### src/rtl/uop_sequencer_pkg.sv
// Shared frontend definitions for the micro-op sequencer: widths, FSM states
// and the held instruction payload.
package uop_sequencer_pkg;

    localparam int unsigned XLEN      = 32;
    localparam int unsigned UOP_IDX_W = 2;
    localparam int unsigned CNT_W     = 32;

    typedef enum logic [0:0] {
        IDLE  = 1'b0,
        ISSUE = 1'b1
    } seq_state_e;

    typedef struct packed {
        logic [XLEN-1:0] pc;
        logic [XLEN-1:0] instr;
        logic            exc;
    } uop_payload_t;

endpackage

### src/rtl/uop_sequencer_if.sv
// Decode-1 to decode-2 micro-op handshake bundle; slave is the sequencer,
// master is the surrounding pipeline.
interface uop_sequencer_if;
    import uop_sequencer_pkg::*;

    logic                 in_valid;
    logic                 in_ready;
    logic [XLEN-1:0]      pc_in;
    logic [XLEN-1:0]      instruction_in;
    logic                 exception_in;
    logic [UOP_IDX_W-1:0] uop_count;

    logic                 out_valid;
    logic                 out_ready;
    logic [XLEN-1:0]      pc_out;
    logic [XLEN-1:0]      instruction_out;
    logic                 exception_out;
    logic [UOP_IDX_W-1:0] uop_idx;
    logic                 eoi;

    logic                 flush;
    logic [CNT_W-1:0]     instr_cnt;

    modport slave (
        input  in_valid, pc_in, instruction_in, exception_in, uop_count,
        input  out_ready, flush,
        output in_ready, out_valid, pc_out, instruction_out, exception_out,
        output uop_idx, eoi, instr_cnt
    );

    modport master (
        output in_valid, pc_in, instruction_in, exception_in, uop_count,
        output out_ready, flush,
        input  in_ready, out_valid, pc_out, instruction_out, exception_out,
        input  uop_idx, eoi, instr_cnt
    );

endinterface

### src/rtl/uop_idx_counter.sv
// Tracks the current micro-op index against the instruction's uop total and
// decodes end-of-instruction from registered state only.
module uop_idx_counter
    import uop_sequencer_pkg::*;
(
    input  logic                 clk,
    input  logic                 rst,
    input  logic                 i_clear,
    input  logic                 i_load,
    input  logic                 i_advance,
    input  logic                 i_exc,
    input  logic [UOP_IDX_W-1:0] i_total,
    output logic [UOP_IDX_W-1:0] o_idx,
    output logic                 o_eoi
);

    logic [UOP_IDX_W-1:0] r_idx;
    logic [UOP_IDX_W-1:0] r_total;

    // Advance is only issued while idx < total, so the increment never wraps.
    always_ff @(posedge clk or negedge rst) begin
        if (!rst) begin
            r_idx   <= '0;
            r_total <= '0;
        end else begin
            if (i_clear || i_load) begin
                r_idx <= '0;
            end else if (i_advance) begin
                r_idx <= r_idx + UOP_IDX_W'(1);
            end
            if (i_load) begin
                r_total <= i_total;
            end
        end
    end

    assign o_idx = r_idx;
    assign o_eoi = (r_idx == r_total) || i_exc;

endmodule

### src/rtl/uop_sequencer.sv
// Splits each decoded instruction into 1..4 micro-ops, streaming them to
// decode-2 with zero-bubble back-to-back acceptance and flush support.
module uop_sequencer
    import uop_sequencer_pkg::*;
(
    input  logic            clk,
    input  logic            rst,
    uop_sequencer_if.slave  bus
);

    seq_state_e           r_state;
    seq_state_e           w_state_nxt;
    uop_payload_t         r_payload;
    logic [CNT_W-1:0]     r_instr_cnt;

    logic                 w_out_valid;
    logic                 w_in_ready;
    logic                 w_out_hs;
    logic                 w_last_hs;
    logic                 w_accept;
    logic                 w_eoi;
    logic [UOP_IDX_W-1:0] w_idx;

    assign w_out_hs  = (r_state == ISSUE) && bus.out_ready;
    assign w_last_hs = w_out_hs && w_eoi;
    assign w_accept  = bus.in_valid && w_in_ready;

    // State register
    always_ff @(posedge clk or negedge rst) begin
        if (!rst) begin
            r_state <= IDLE;
        end else begin
            r_state <= w_state_nxt;
        end
    end

    // Next-state: flush overrides; an accept keeps or enters ISSUE
    always_comb begin
        w_state_nxt = r_state;
        if (bus.flush) begin
            w_state_nxt = IDLE;
        end else if (w_accept) begin
            w_state_nxt = ISSUE;
        end else if (w_last_hs) begin
            w_state_nxt = IDLE;
        end
    end

    // Handshake outputs
    always_comb begin
        w_out_valid = 1'b0;
        w_in_ready  = 1'b0;
        w_out_valid = (r_state == ISSUE);
        w_in_ready  = ((r_state == IDLE) || w_last_hs) && !bus.flush;
    end

    always_ff @(posedge clk or negedge rst) begin
        if (!rst) begin
            r_payload <= '0;
        end else if (w_accept) begin
            r_payload <= '{pc:    bus.pc_in,
                           instr: bus.instruction_in,
                           exc:   bus.exception_in};
        end
    end

    // A flushed instruction is never counted, even if its last uop handshakes
    always_ff @(posedge clk or negedge rst) begin
        if (!rst) begin
            r_instr_cnt <= '0;
        end else if (w_last_hs && !bus.flush) begin
            r_instr_cnt <= r_instr_cnt + CNT_W'(1);
        end
    end

    uop_idx_counter u_idx_counter (
        .clk       (clk),
        .rst       (rst),
        .i_clear   (bus.flush),
        .i_load    (w_accept),
        .i_advance (w_out_hs && !w_eoi && !bus.flush),
        .i_exc     (r_payload.exc),
        .i_total   (bus.uop_count),
        .o_idx     (w_idx),
        .o_eoi     (w_eoi)
    );

    assign bus.in_ready        = w_in_ready;
    assign bus.out_valid       = w_out_valid;
    assign bus.eoi             = w_eoi;
    assign bus.uop_idx         = w_idx;
    assign bus.pc_out          = r_payload.pc;
    assign bus.instruction_out = r_payload.instr;
    assign bus.exception_out   = r_payload.exc;
    assign bus.instr_cnt       = r_instr_cnt;

endmodule

### src/flat_wrapper.sv
// flat-port wrapper written by rule: the top's interface ports become plain ports
module uop_sequencer_flat import uop_sequencer_pkg::*;
  (clk, rst, bus_in_valid, bus_pc_in, bus_instruction_in, bus_exception_in, bus_uop_count, bus_out_ready, bus_flush, bus_in_ready, bus_out_valid, bus_pc_out, bus_instruction_out, bus_exception_out, bus_uop_idx, bus_eoi, bus_instr_cnt);
  uop_sequencer_if bus_i ();
  input  logic clk;
  input  logic rst;
  input wire logic [$bits(bus_i.in_valid)-1:0] bus_in_valid;
  input wire logic [$bits(bus_i.pc_in)-1:0] bus_pc_in;
  input wire logic [$bits(bus_i.instruction_in)-1:0] bus_instruction_in;
  input wire logic [$bits(bus_i.exception_in)-1:0] bus_exception_in;
  input wire logic [$bits(bus_i.uop_count)-1:0] bus_uop_count;
  input wire logic [$bits(bus_i.out_ready)-1:0] bus_out_ready;
  input wire logic [$bits(bus_i.flush)-1:0] bus_flush;
  output wire logic [$bits(bus_i.in_ready)-1:0] bus_in_ready;
  output wire logic [$bits(bus_i.out_valid)-1:0] bus_out_valid;
  output wire logic [$bits(bus_i.pc_out)-1:0] bus_pc_out;
  output wire logic [$bits(bus_i.instruction_out)-1:0] bus_instruction_out;
  output wire logic [$bits(bus_i.exception_out)-1:0] bus_exception_out;
  output wire logic [$bits(bus_i.uop_idx)-1:0] bus_uop_idx;
  output wire logic [$bits(bus_i.eoi)-1:0] bus_eoi;
  output wire logic [$bits(bus_i.instr_cnt)-1:0] bus_instr_cnt;
  assign bus_i.in_valid = bus_in_valid;
  assign bus_i.pc_in = bus_pc_in;
  assign bus_i.instruction_in = bus_instruction_in;
  assign bus_i.exception_in = bus_exception_in;
  assign bus_i.uop_count = bus_uop_count;
  assign bus_i.out_ready = bus_out_ready;
  assign bus_i.flush = bus_flush;
  assign bus_in_ready = bus_i.in_ready;
  assign bus_out_valid = bus_i.out_valid;
  assign bus_pc_out = bus_i.pc_out;
  assign bus_instruction_out = bus_i.instruction_out;
  assign bus_exception_out = bus_i.exception_out;
  assign bus_uop_idx = bus_i.uop_idx;
  assign bus_eoi = bus_i.eoi;
  assign bus_instr_cnt = bus_i.instr_cnt;
  uop_sequencer u_core (.clk(clk), .rst(rst), .bus(bus_i));
endmodule
### config.mk
export PLATFORM = sky130hd
export DESIGN_NAME = uop_sequencer_flat
export DESIGN_NICKNAME = d
export VERILOG_FILES = /design/src/rtl/uop_sequencer_pkg.sv /design/src/rtl/uop_sequencer_if.sv /design/src/rtl/uop_idx_counter.sv /design/src/rtl/uop_sequencer.sv /design/src/flat_wrapper.sv
export SDC_FILE = /design/constraint.sdc
export NUM_CORES = 1
export LEC_CHECK = 0
export BUFFER_PORTS_ARGS = -buffer_cell sky130_fd_sc_hd__buf_2
export CAP_MARGIN = 40
export CORE_UTILIZATION = 48
export DETAILED_ROUTE_END_ITERATION = 8
export PLACE_DENSITY_LB_ADDON = 0.08
export SYNTH_ARGS = -nofsm -noshare
export SYNTH_HDL_FRONTEND = slang
export SYNTH_SLANG_ARGS = --single-unit
### constraint.sdc
create_clock -name clk -period 2.9 [get_ports clk]
set_clock_uncertainty 0.1 [all_clocks]
set_input_delay 0.58 -clock clk [delete_from_list [all_inputs] [get_ports clk]]
set_output_delay 0.58 -clock clk [all_outputs]
set_load 0.01 [all_outputs]
==> flow_summary_export.csv, run 1 <==
group,metric,value,unit
route,route.detailed.drc,0,
clock_tree,ctsHoldBuffers,0,
route,via_count,2887,
synth,synth.distinct_cells,28,
placement,place_inst,557,
synth,netlist_area,0.004134,mm²
worst_hold_path,min_path_type,"in2async",
critical_path,crit_arrival,1.82,ns
global_route,grt_pass1_wl,13530,µm
clock_tree,cts_max_level,3,
sta,max_freq,0.3998,GHz
route,drt_iter0_markers,64,
flow_run,maxCapViolations,0,
synth,synthCells,284,
finish,layoutNonFillerInstCount,573,
floorplanning,fp.dieH,94.81,µm
global_route,antenna_found_initial,0,
synth,synth-seq-cells,102,
global_route,grt_use_total,0.1978,
finish,antennaDiodeCount,0,
floorplanning,die_w,94.81,µm
sta,slew_headroom,0.5209,
critical_path,start_kind,"register",
clock_tree,cts.path.max_buffers,2,
clock_tree,cts_made_buffers,9,
finish,nets,536,
floorplanning,design.core.area,0.008258,mm²
pwr,vdd_drop_max,0.3042,mV
finish,nFillCells,687,
floorplanning,initial_core_util,0.5006,
pwr,cellLeakagePower,2.663,nW
critical_path,max_stage_delay,0.44,ns
synth,async_reset_ff_frac,1.000,
critical_path,worstPathBufferInverterCount,2,
synth,synth_fp_nets,357,
synth,yosysSeqAreaShare,0.6174,
clock_tree,cts.sinks,102,
critical_path,crit_required,2.22,ns
finish,layout-drive-gt1-share,0.5662,
clock_tree,post_cts_buffers,0,
placement,gp_congestion,0.7622,
pwr,p_per_area,641.5,mW/mm²
clock_tree,cts_tree,"built",
floorplanning,ios,174,
critical_path,crit_fanout,10,
synth,synthFlopType,"dfrtp_1",
sta,drv_slew,0,
route,drt-vias-per-instance,5.038,
global_route,grt_max_degree,70,
global_route,first_global_vias,2822,
placement,place_hpwl,6120,µm
route,ant_nets,0,
critical_path,critPathKind,"reg2out",
run_status,status,"finished clean",
floorplanning,dieArea,0.008988,mm²
sta,worstMarginPinSlew,0.7121,ns
clock_tree,cts_resized,0,
clock_tree,clk_latency,0.37,ns
clock_tree,root_buffer,"clkbuf_8",
floorplanning,core.rowCount,33,
sta,setup_viol,0,
critical_path,critPathSlowestCell,"dfrtp_1",
route,firstDrtPassIters,4,
sta,rsz0062_at_grt,"no",
synth,yosys_warnings,0,
global_route,gr-total-overflow,0,
sta,setup_tns,0,ns
synth,synth_edf_count,0,
critical_path,path_delay_family,"compound AO/OA/AOI/OAI gates",
synth,synth_area_per_cell,14.56,µm²
critical_path,path_cells,"xnor2_1, a21oi_4, inv_2, a21boi_2, nor2_1, buf_2",
route,routed_wl,8366,µm
route,wire_per_inst,14.60,µm
clock_tree,clk_pin_slew,0.10,ns
critical_path,setup.worst_path.end_class,"output pin",
placement,portBuffers,173,
finish,area_delta_synth_final,29.18,%
sta,final_hold_viol_count,0,
sta,finalCritPeriodShare,0.8625,
sta,period_minus_slack,2.501,ns
## synth_stat cells (all sizes together), types with 4 or more instances
cell type | n | area (µm²)
and4 | 4 | 35.03
dfrtp | 102 | 2552
buf | 8 | 52.55
xor2 | 12 | 105.1
mux2 | 68 | 795.8
nor2 | 12 | 45.04
and3 | 4 | 25.02
nand3 | 7 | 35.03
nand2 | 12 | 45.04
xnor2 | 23 | 201.4
nand4 | 14 | 87.58
## metal layers
layer / up-vias / share of wire / GRT usage
li1: 1357 / - / -
met1: 1416 / 0.42 / 0.2496
met2: 102 / 0.48 / 0.3064
met3: 12 / 0.078 / 0.07649
met4: 0 / 0.017 / 0.07702
met5: - / 0 / 0
## cell families (layout without fill, tap and decap cells)
logic type      Yosys count  after routing  synth area share
compound gates            2              2          0.006659
xor+xnor                 35             35           0.07415
fa+ha+maj                 1              1          0.003026
buf+inv                  10            194           0.01453
flops                   102            102            0.6174
mux                      68             68            0.1925
simple gates             66             66           0.09170
## cells in the final DEF (no fill, tap or decap), drive strengths merged
master and n:
inv 5, ha 1, and4 4, nor2 12, or3b 1, mux2 68
nand4b 1, dfrtp 102, bufinv 1, and3 4, a21boi 1, or4 1
nor4 3, clkbuf 9, clkinv 3, a21oi 1, nor3b 1, buf 176
nand3 7, nand3b 1, nand2 12, nand4 14, nor3 3, and2 1
xor2 12, or3 1, xnor2 23
## per-stage QoR
stage                     utilization  cell area, µm²  hold WS, ns  worst slack (ns)  total power, W
after detailed placement       0.6218            5135       0.3692            0.6793        0.002547
after global placement         0.6218            5135       0.3542            0.6905        0.002521
after global routing           0.6467            5340      0.05123            0.2616        0.003622
after CTS                      0.6467            5340      0.05043            0.3781        0.003469
final                          0.6467            5340      0.04268            0.3988        0.003426
after floorplan                     -            4134       0.1844            0.7681        0.002180
## final timing paths
check	start	end	slack [ns]	cells past startpoint
min reg2reg	u_core.bus.instr_cnt[31]	u_core.bus.instr_cnt[31]	0.37	1
max in group asynchronous	rst	u_core.u_idx_counter.r_total[1]	2.03	2
max	u_core.u_idx_counter.o_idx[0]	bus_in_ready	0.40	6
max reg2reg	u_core.u_idx_counter.o_idx[0]	u_core.bus.pc_out[15]	0.65	7
min	rst	u_core.bus.instruction_out[22]	0.04	1
min in group clk	bus_instruction_in[0]	u_core.bus.instruction_out[0]	0.33	2
## area by class of cell
type | count | area, µm² | area share
Multi-Input combinational cell | 172 | 1528 | 0.2861
Sequential cell | 102 | 2552 | 0.4780
Clock inverter | 7 | 81.33 | 0.01523
Inverter | 2 | 7.507 | 0.001406
Tap cell | 105 | 131.4 | 0.02460
Clock buffer | 9 | 123.9 | 0.02320
Timing Repair Buffer | 176 | 915.9 | 0.1715
## flip-flops by register name, indices dropped and copies added, names as in the netlist
| signal | count |
|---|---|
| u_core.u_idx_counter.o_idx | 2 |
| u_core.bus.exception_out | 1 |
| u_core.bus.pc_out | 32 |
| u_core.u_idx_counter.r_total | 2 |
| u_core.bus.instr_cnt | 32 |
| u_core.bus.out_valid | 1 |
| u_core.bus.instruction_out | 32 |
## report_power, final
| group | internal, W | total, W | switching [W] |
|---|---|---|---|
| sequential | 0.00163 | 0.00177 | 0.000134 |
| clock | 0.000413 | 0.000922 | 0.000509 |
| combinational | 0.000384 | 0.000736 | 0.000351 |
Note: power is estimated with default switching activity, not from simulation.
==> run 2, diff against run 1 <==
--- a/config.mk
+++ b/config.mk
@@ -9,7 +9,8 @@
 export CAP_MARGIN = 40
 export CORE_UTILIZATION = 48
 export DETAILED_ROUTE_END_ITERATION = 8
-export PLACE_DENSITY_LB_ADDON = 0.08
+export PLACE_DENSITY = 0.81
+export SLEW_MARGIN = 20
 export SYNTH_ARGS = -nofsm -noshare
 export SYNTH_HDL_FRONTEND = slang
 export SYNTH_SLANG_ARGS = --single-unit
==> run 2 against run 1 <==
Effect of this change: sequential share of layout area increased by 0.44 points; global-route usage decreased by 0.11 points; via count increased by 0.24%; critical path type unchanged.
==> flow_summary_export.csv, run 2 (same netlist as run 1, synthesis figures left out) <==
group,metric,value,unit
route,firstDrtPassIters,4,
finish,final_common_cell,"buf_2",
global_route,first_global_vias,2884,
clock_tree,cts_max_level,3,
global_route,gr-total-overflow,0,
placement,gp_congestion,0.8026,
clock_tree,root_buffer,"clkbuf_8",
sta,setup_viol,0,
route,via_count,2894,
finish,antennaDiodeCount,0,
clock_tree,clk_latency,0.35,ns
finish,area_delta_synth_final,28.00,%
critical_path,start_kind,"register",
flow_run,maxCapViolations,0,
sta,setup_tns,0,ns
clock_tree,post_cts_buffers,0,
sta,slew_headroom,0.5014,
global_route,grt_use_total,0.1967,
route,routed_wl,8383,µm
critical_path,crit_required,2.22,ns
finish,multi_input_area,0.001528,mm²
clock_tree,cts.path.max_buffers,2,
sta,period_minus_slack,2.484,ns
worst_hold_path,min_path_type,"in2async",
placement,portBuffers,173,
clock_tree,ctsHoldBuffers,0,
finish,seq_area,0.002552,mm²
route,route.detailed.drc,0,
route,drt-vias-per-instance,5.068,
sta,worstMarginPinSlew,0.7411,ns
floorplanning,core.rowCount,33,
finish,most-common-layout-cells,"172 x buf_2, 102 x dfrtp_1, 60 x mux2_2, 23 x xnor2_1, 14 x nand4_1",
sta,final_hold_viol_count,0,
floorplanning,ios,174,
floorplanning,fp.dieH,94.81,µm
finish,layout-drive-gt1-share,0.5622,
finish,layoutNonFillerInstCount,571,
route,wl_met3,671,µm
critical_path,r2r-start,"u_core.u_idx_counter.o_idx[0]",
sta,max_freq,0.4026,GHz
placement,place_hpwl,6062,µm
placement,place_inst,556,
sta,rsz0062_at_grt,"no",
route,ant_nets,0,
clock_tree,cts_tree,"built",
floorplanning,initial_core_util,0.5006,
sta,finalCritPeriodShare,0.8565,
pwr,cellLeakagePower,2.626,nW
route,met1Wirelength,3470,µm
global_route,grt_max_degree,103,
critical_path,crit_arrival,1.80,ns
finish,nets,535,
clock_tree,cts_made_buffers,9,
floorplanning,die_w,94.81,µm
sta,drv_slew,0,
route,routed-wl-met2,4069,µm
critical_path,crit_path_start,"u_core.u_idx_counter.o_idx[0]",
floorplanning,dieArea,0.008988,mm²
clock_tree,clk_pin_slew,0.10,ns
route,wire_per_inst,14.68,µm
pwr,vdd_drop_max,0.3327,mV
route,drt_iter0_markers,51,
clock_tree,cts_resized,0,
finish,final_core_util,0.6408,
finish,nFillCells,660,
global_route,antenna_found_initial,0,
route,top_layer_used,"met4",
critical_path,crit_fanout,10,
pwr,p_per_area,620.7,mW/mm²
critical_path,critPathKind,"reg2out",
global_route,grt_pass1_wl,13600,µm
floorplanning,design.core.area,0.008258,mm²
critical_path,setup.worst_path.end_class,"output pin",
run_status,status,"finished clean",
clock_tree,cts.sinks,102,
==> run 2: per-stage QoR <==
| step | area, µm² | hold slack, ns | setup slack, ns | total power, W |
|---|---|---|---|---|
| CTS | 5291 | 0.1912 | 0.3924 | 0.003335 |
| finish | 5291 | 0.1612 | 0.4162 | 0.003284 |
| detailed placement | 5127 | 0.3705 | 0.6637 | 0.002552 |
| global route | 5291 | 0.2171 | 0.2461 | 0.003468 |
| global placement | 5127 | 0.3643 | 0.7446 | 0.002513 |
| floorplan | 4134 | 0.1844 | 0.7681 | 0.002180 |
==> run 2: cell type report <==
class / count / share of cell area
clock buffers: 10 / 0.02412
clock inverters: 5 / 0.006857
inverters: 2 / 0.001419
multi-input cells: 172 / 0.2887
flip-flops and latches: 102 / 0.4824
well taps: 105 / 0.02483
repair buffers: 175 / 0.1717
==> run 2: path summary, 6_finish.rpt <==
| kind | to | slack, ns | depth (start not counted) |
|---|---|---|---|
| hold reg to reg | u_core.bus.instr_cnt[16] | 0.39 | 1 |
| min in group clk | u_core.bus.instruction_out[25] | 0.35 | 2 |
| hold / removal | u_core.bus.instruction_out[11] | 0.16 | 2 |
| max in group asynchronous | u_core.u_idx_counter.r_total[1] | 2.12 | 2 |
| setup reg to reg | u_core.bus.pc_out[16] | 0.63 | 7 |
| setup / recovery | bus_in_ready | 0.42 | 6 |
==> run 2: critical path, cell delays in order, from the launching register on <==
cell and delay, ns:
dfrtp_1 0.44, xnor2_1 0.18, a21oi_4 0.32, inv_2 0.08
a21boi_2 0.24, nor2_1 0.06, buf_2 0.14
==> run 2: power breakdown <==
group / leakage, nW / total, W / internal [W] / switching, W
registers: 1.26 / 0.00178 / 0.00164 / 0.000146
clock network: 0.0748 / 0.000770 / 0.000309 / 0.000461
logic: 1.29 / 0.000733 / 0.000384 / 0.000350
==> run 2: layer usage <==
| layer | up-vias | GRT usage |
|---|---|---|
| met5 | - | 0 |
| met4 | 0 | 0.08207 |
| met3 | 18 | 0.05797 |
| li1 | 1345 | - |
| met1 | 1405 | 0.2462 |
| met2 | 126 | 0.3183 |
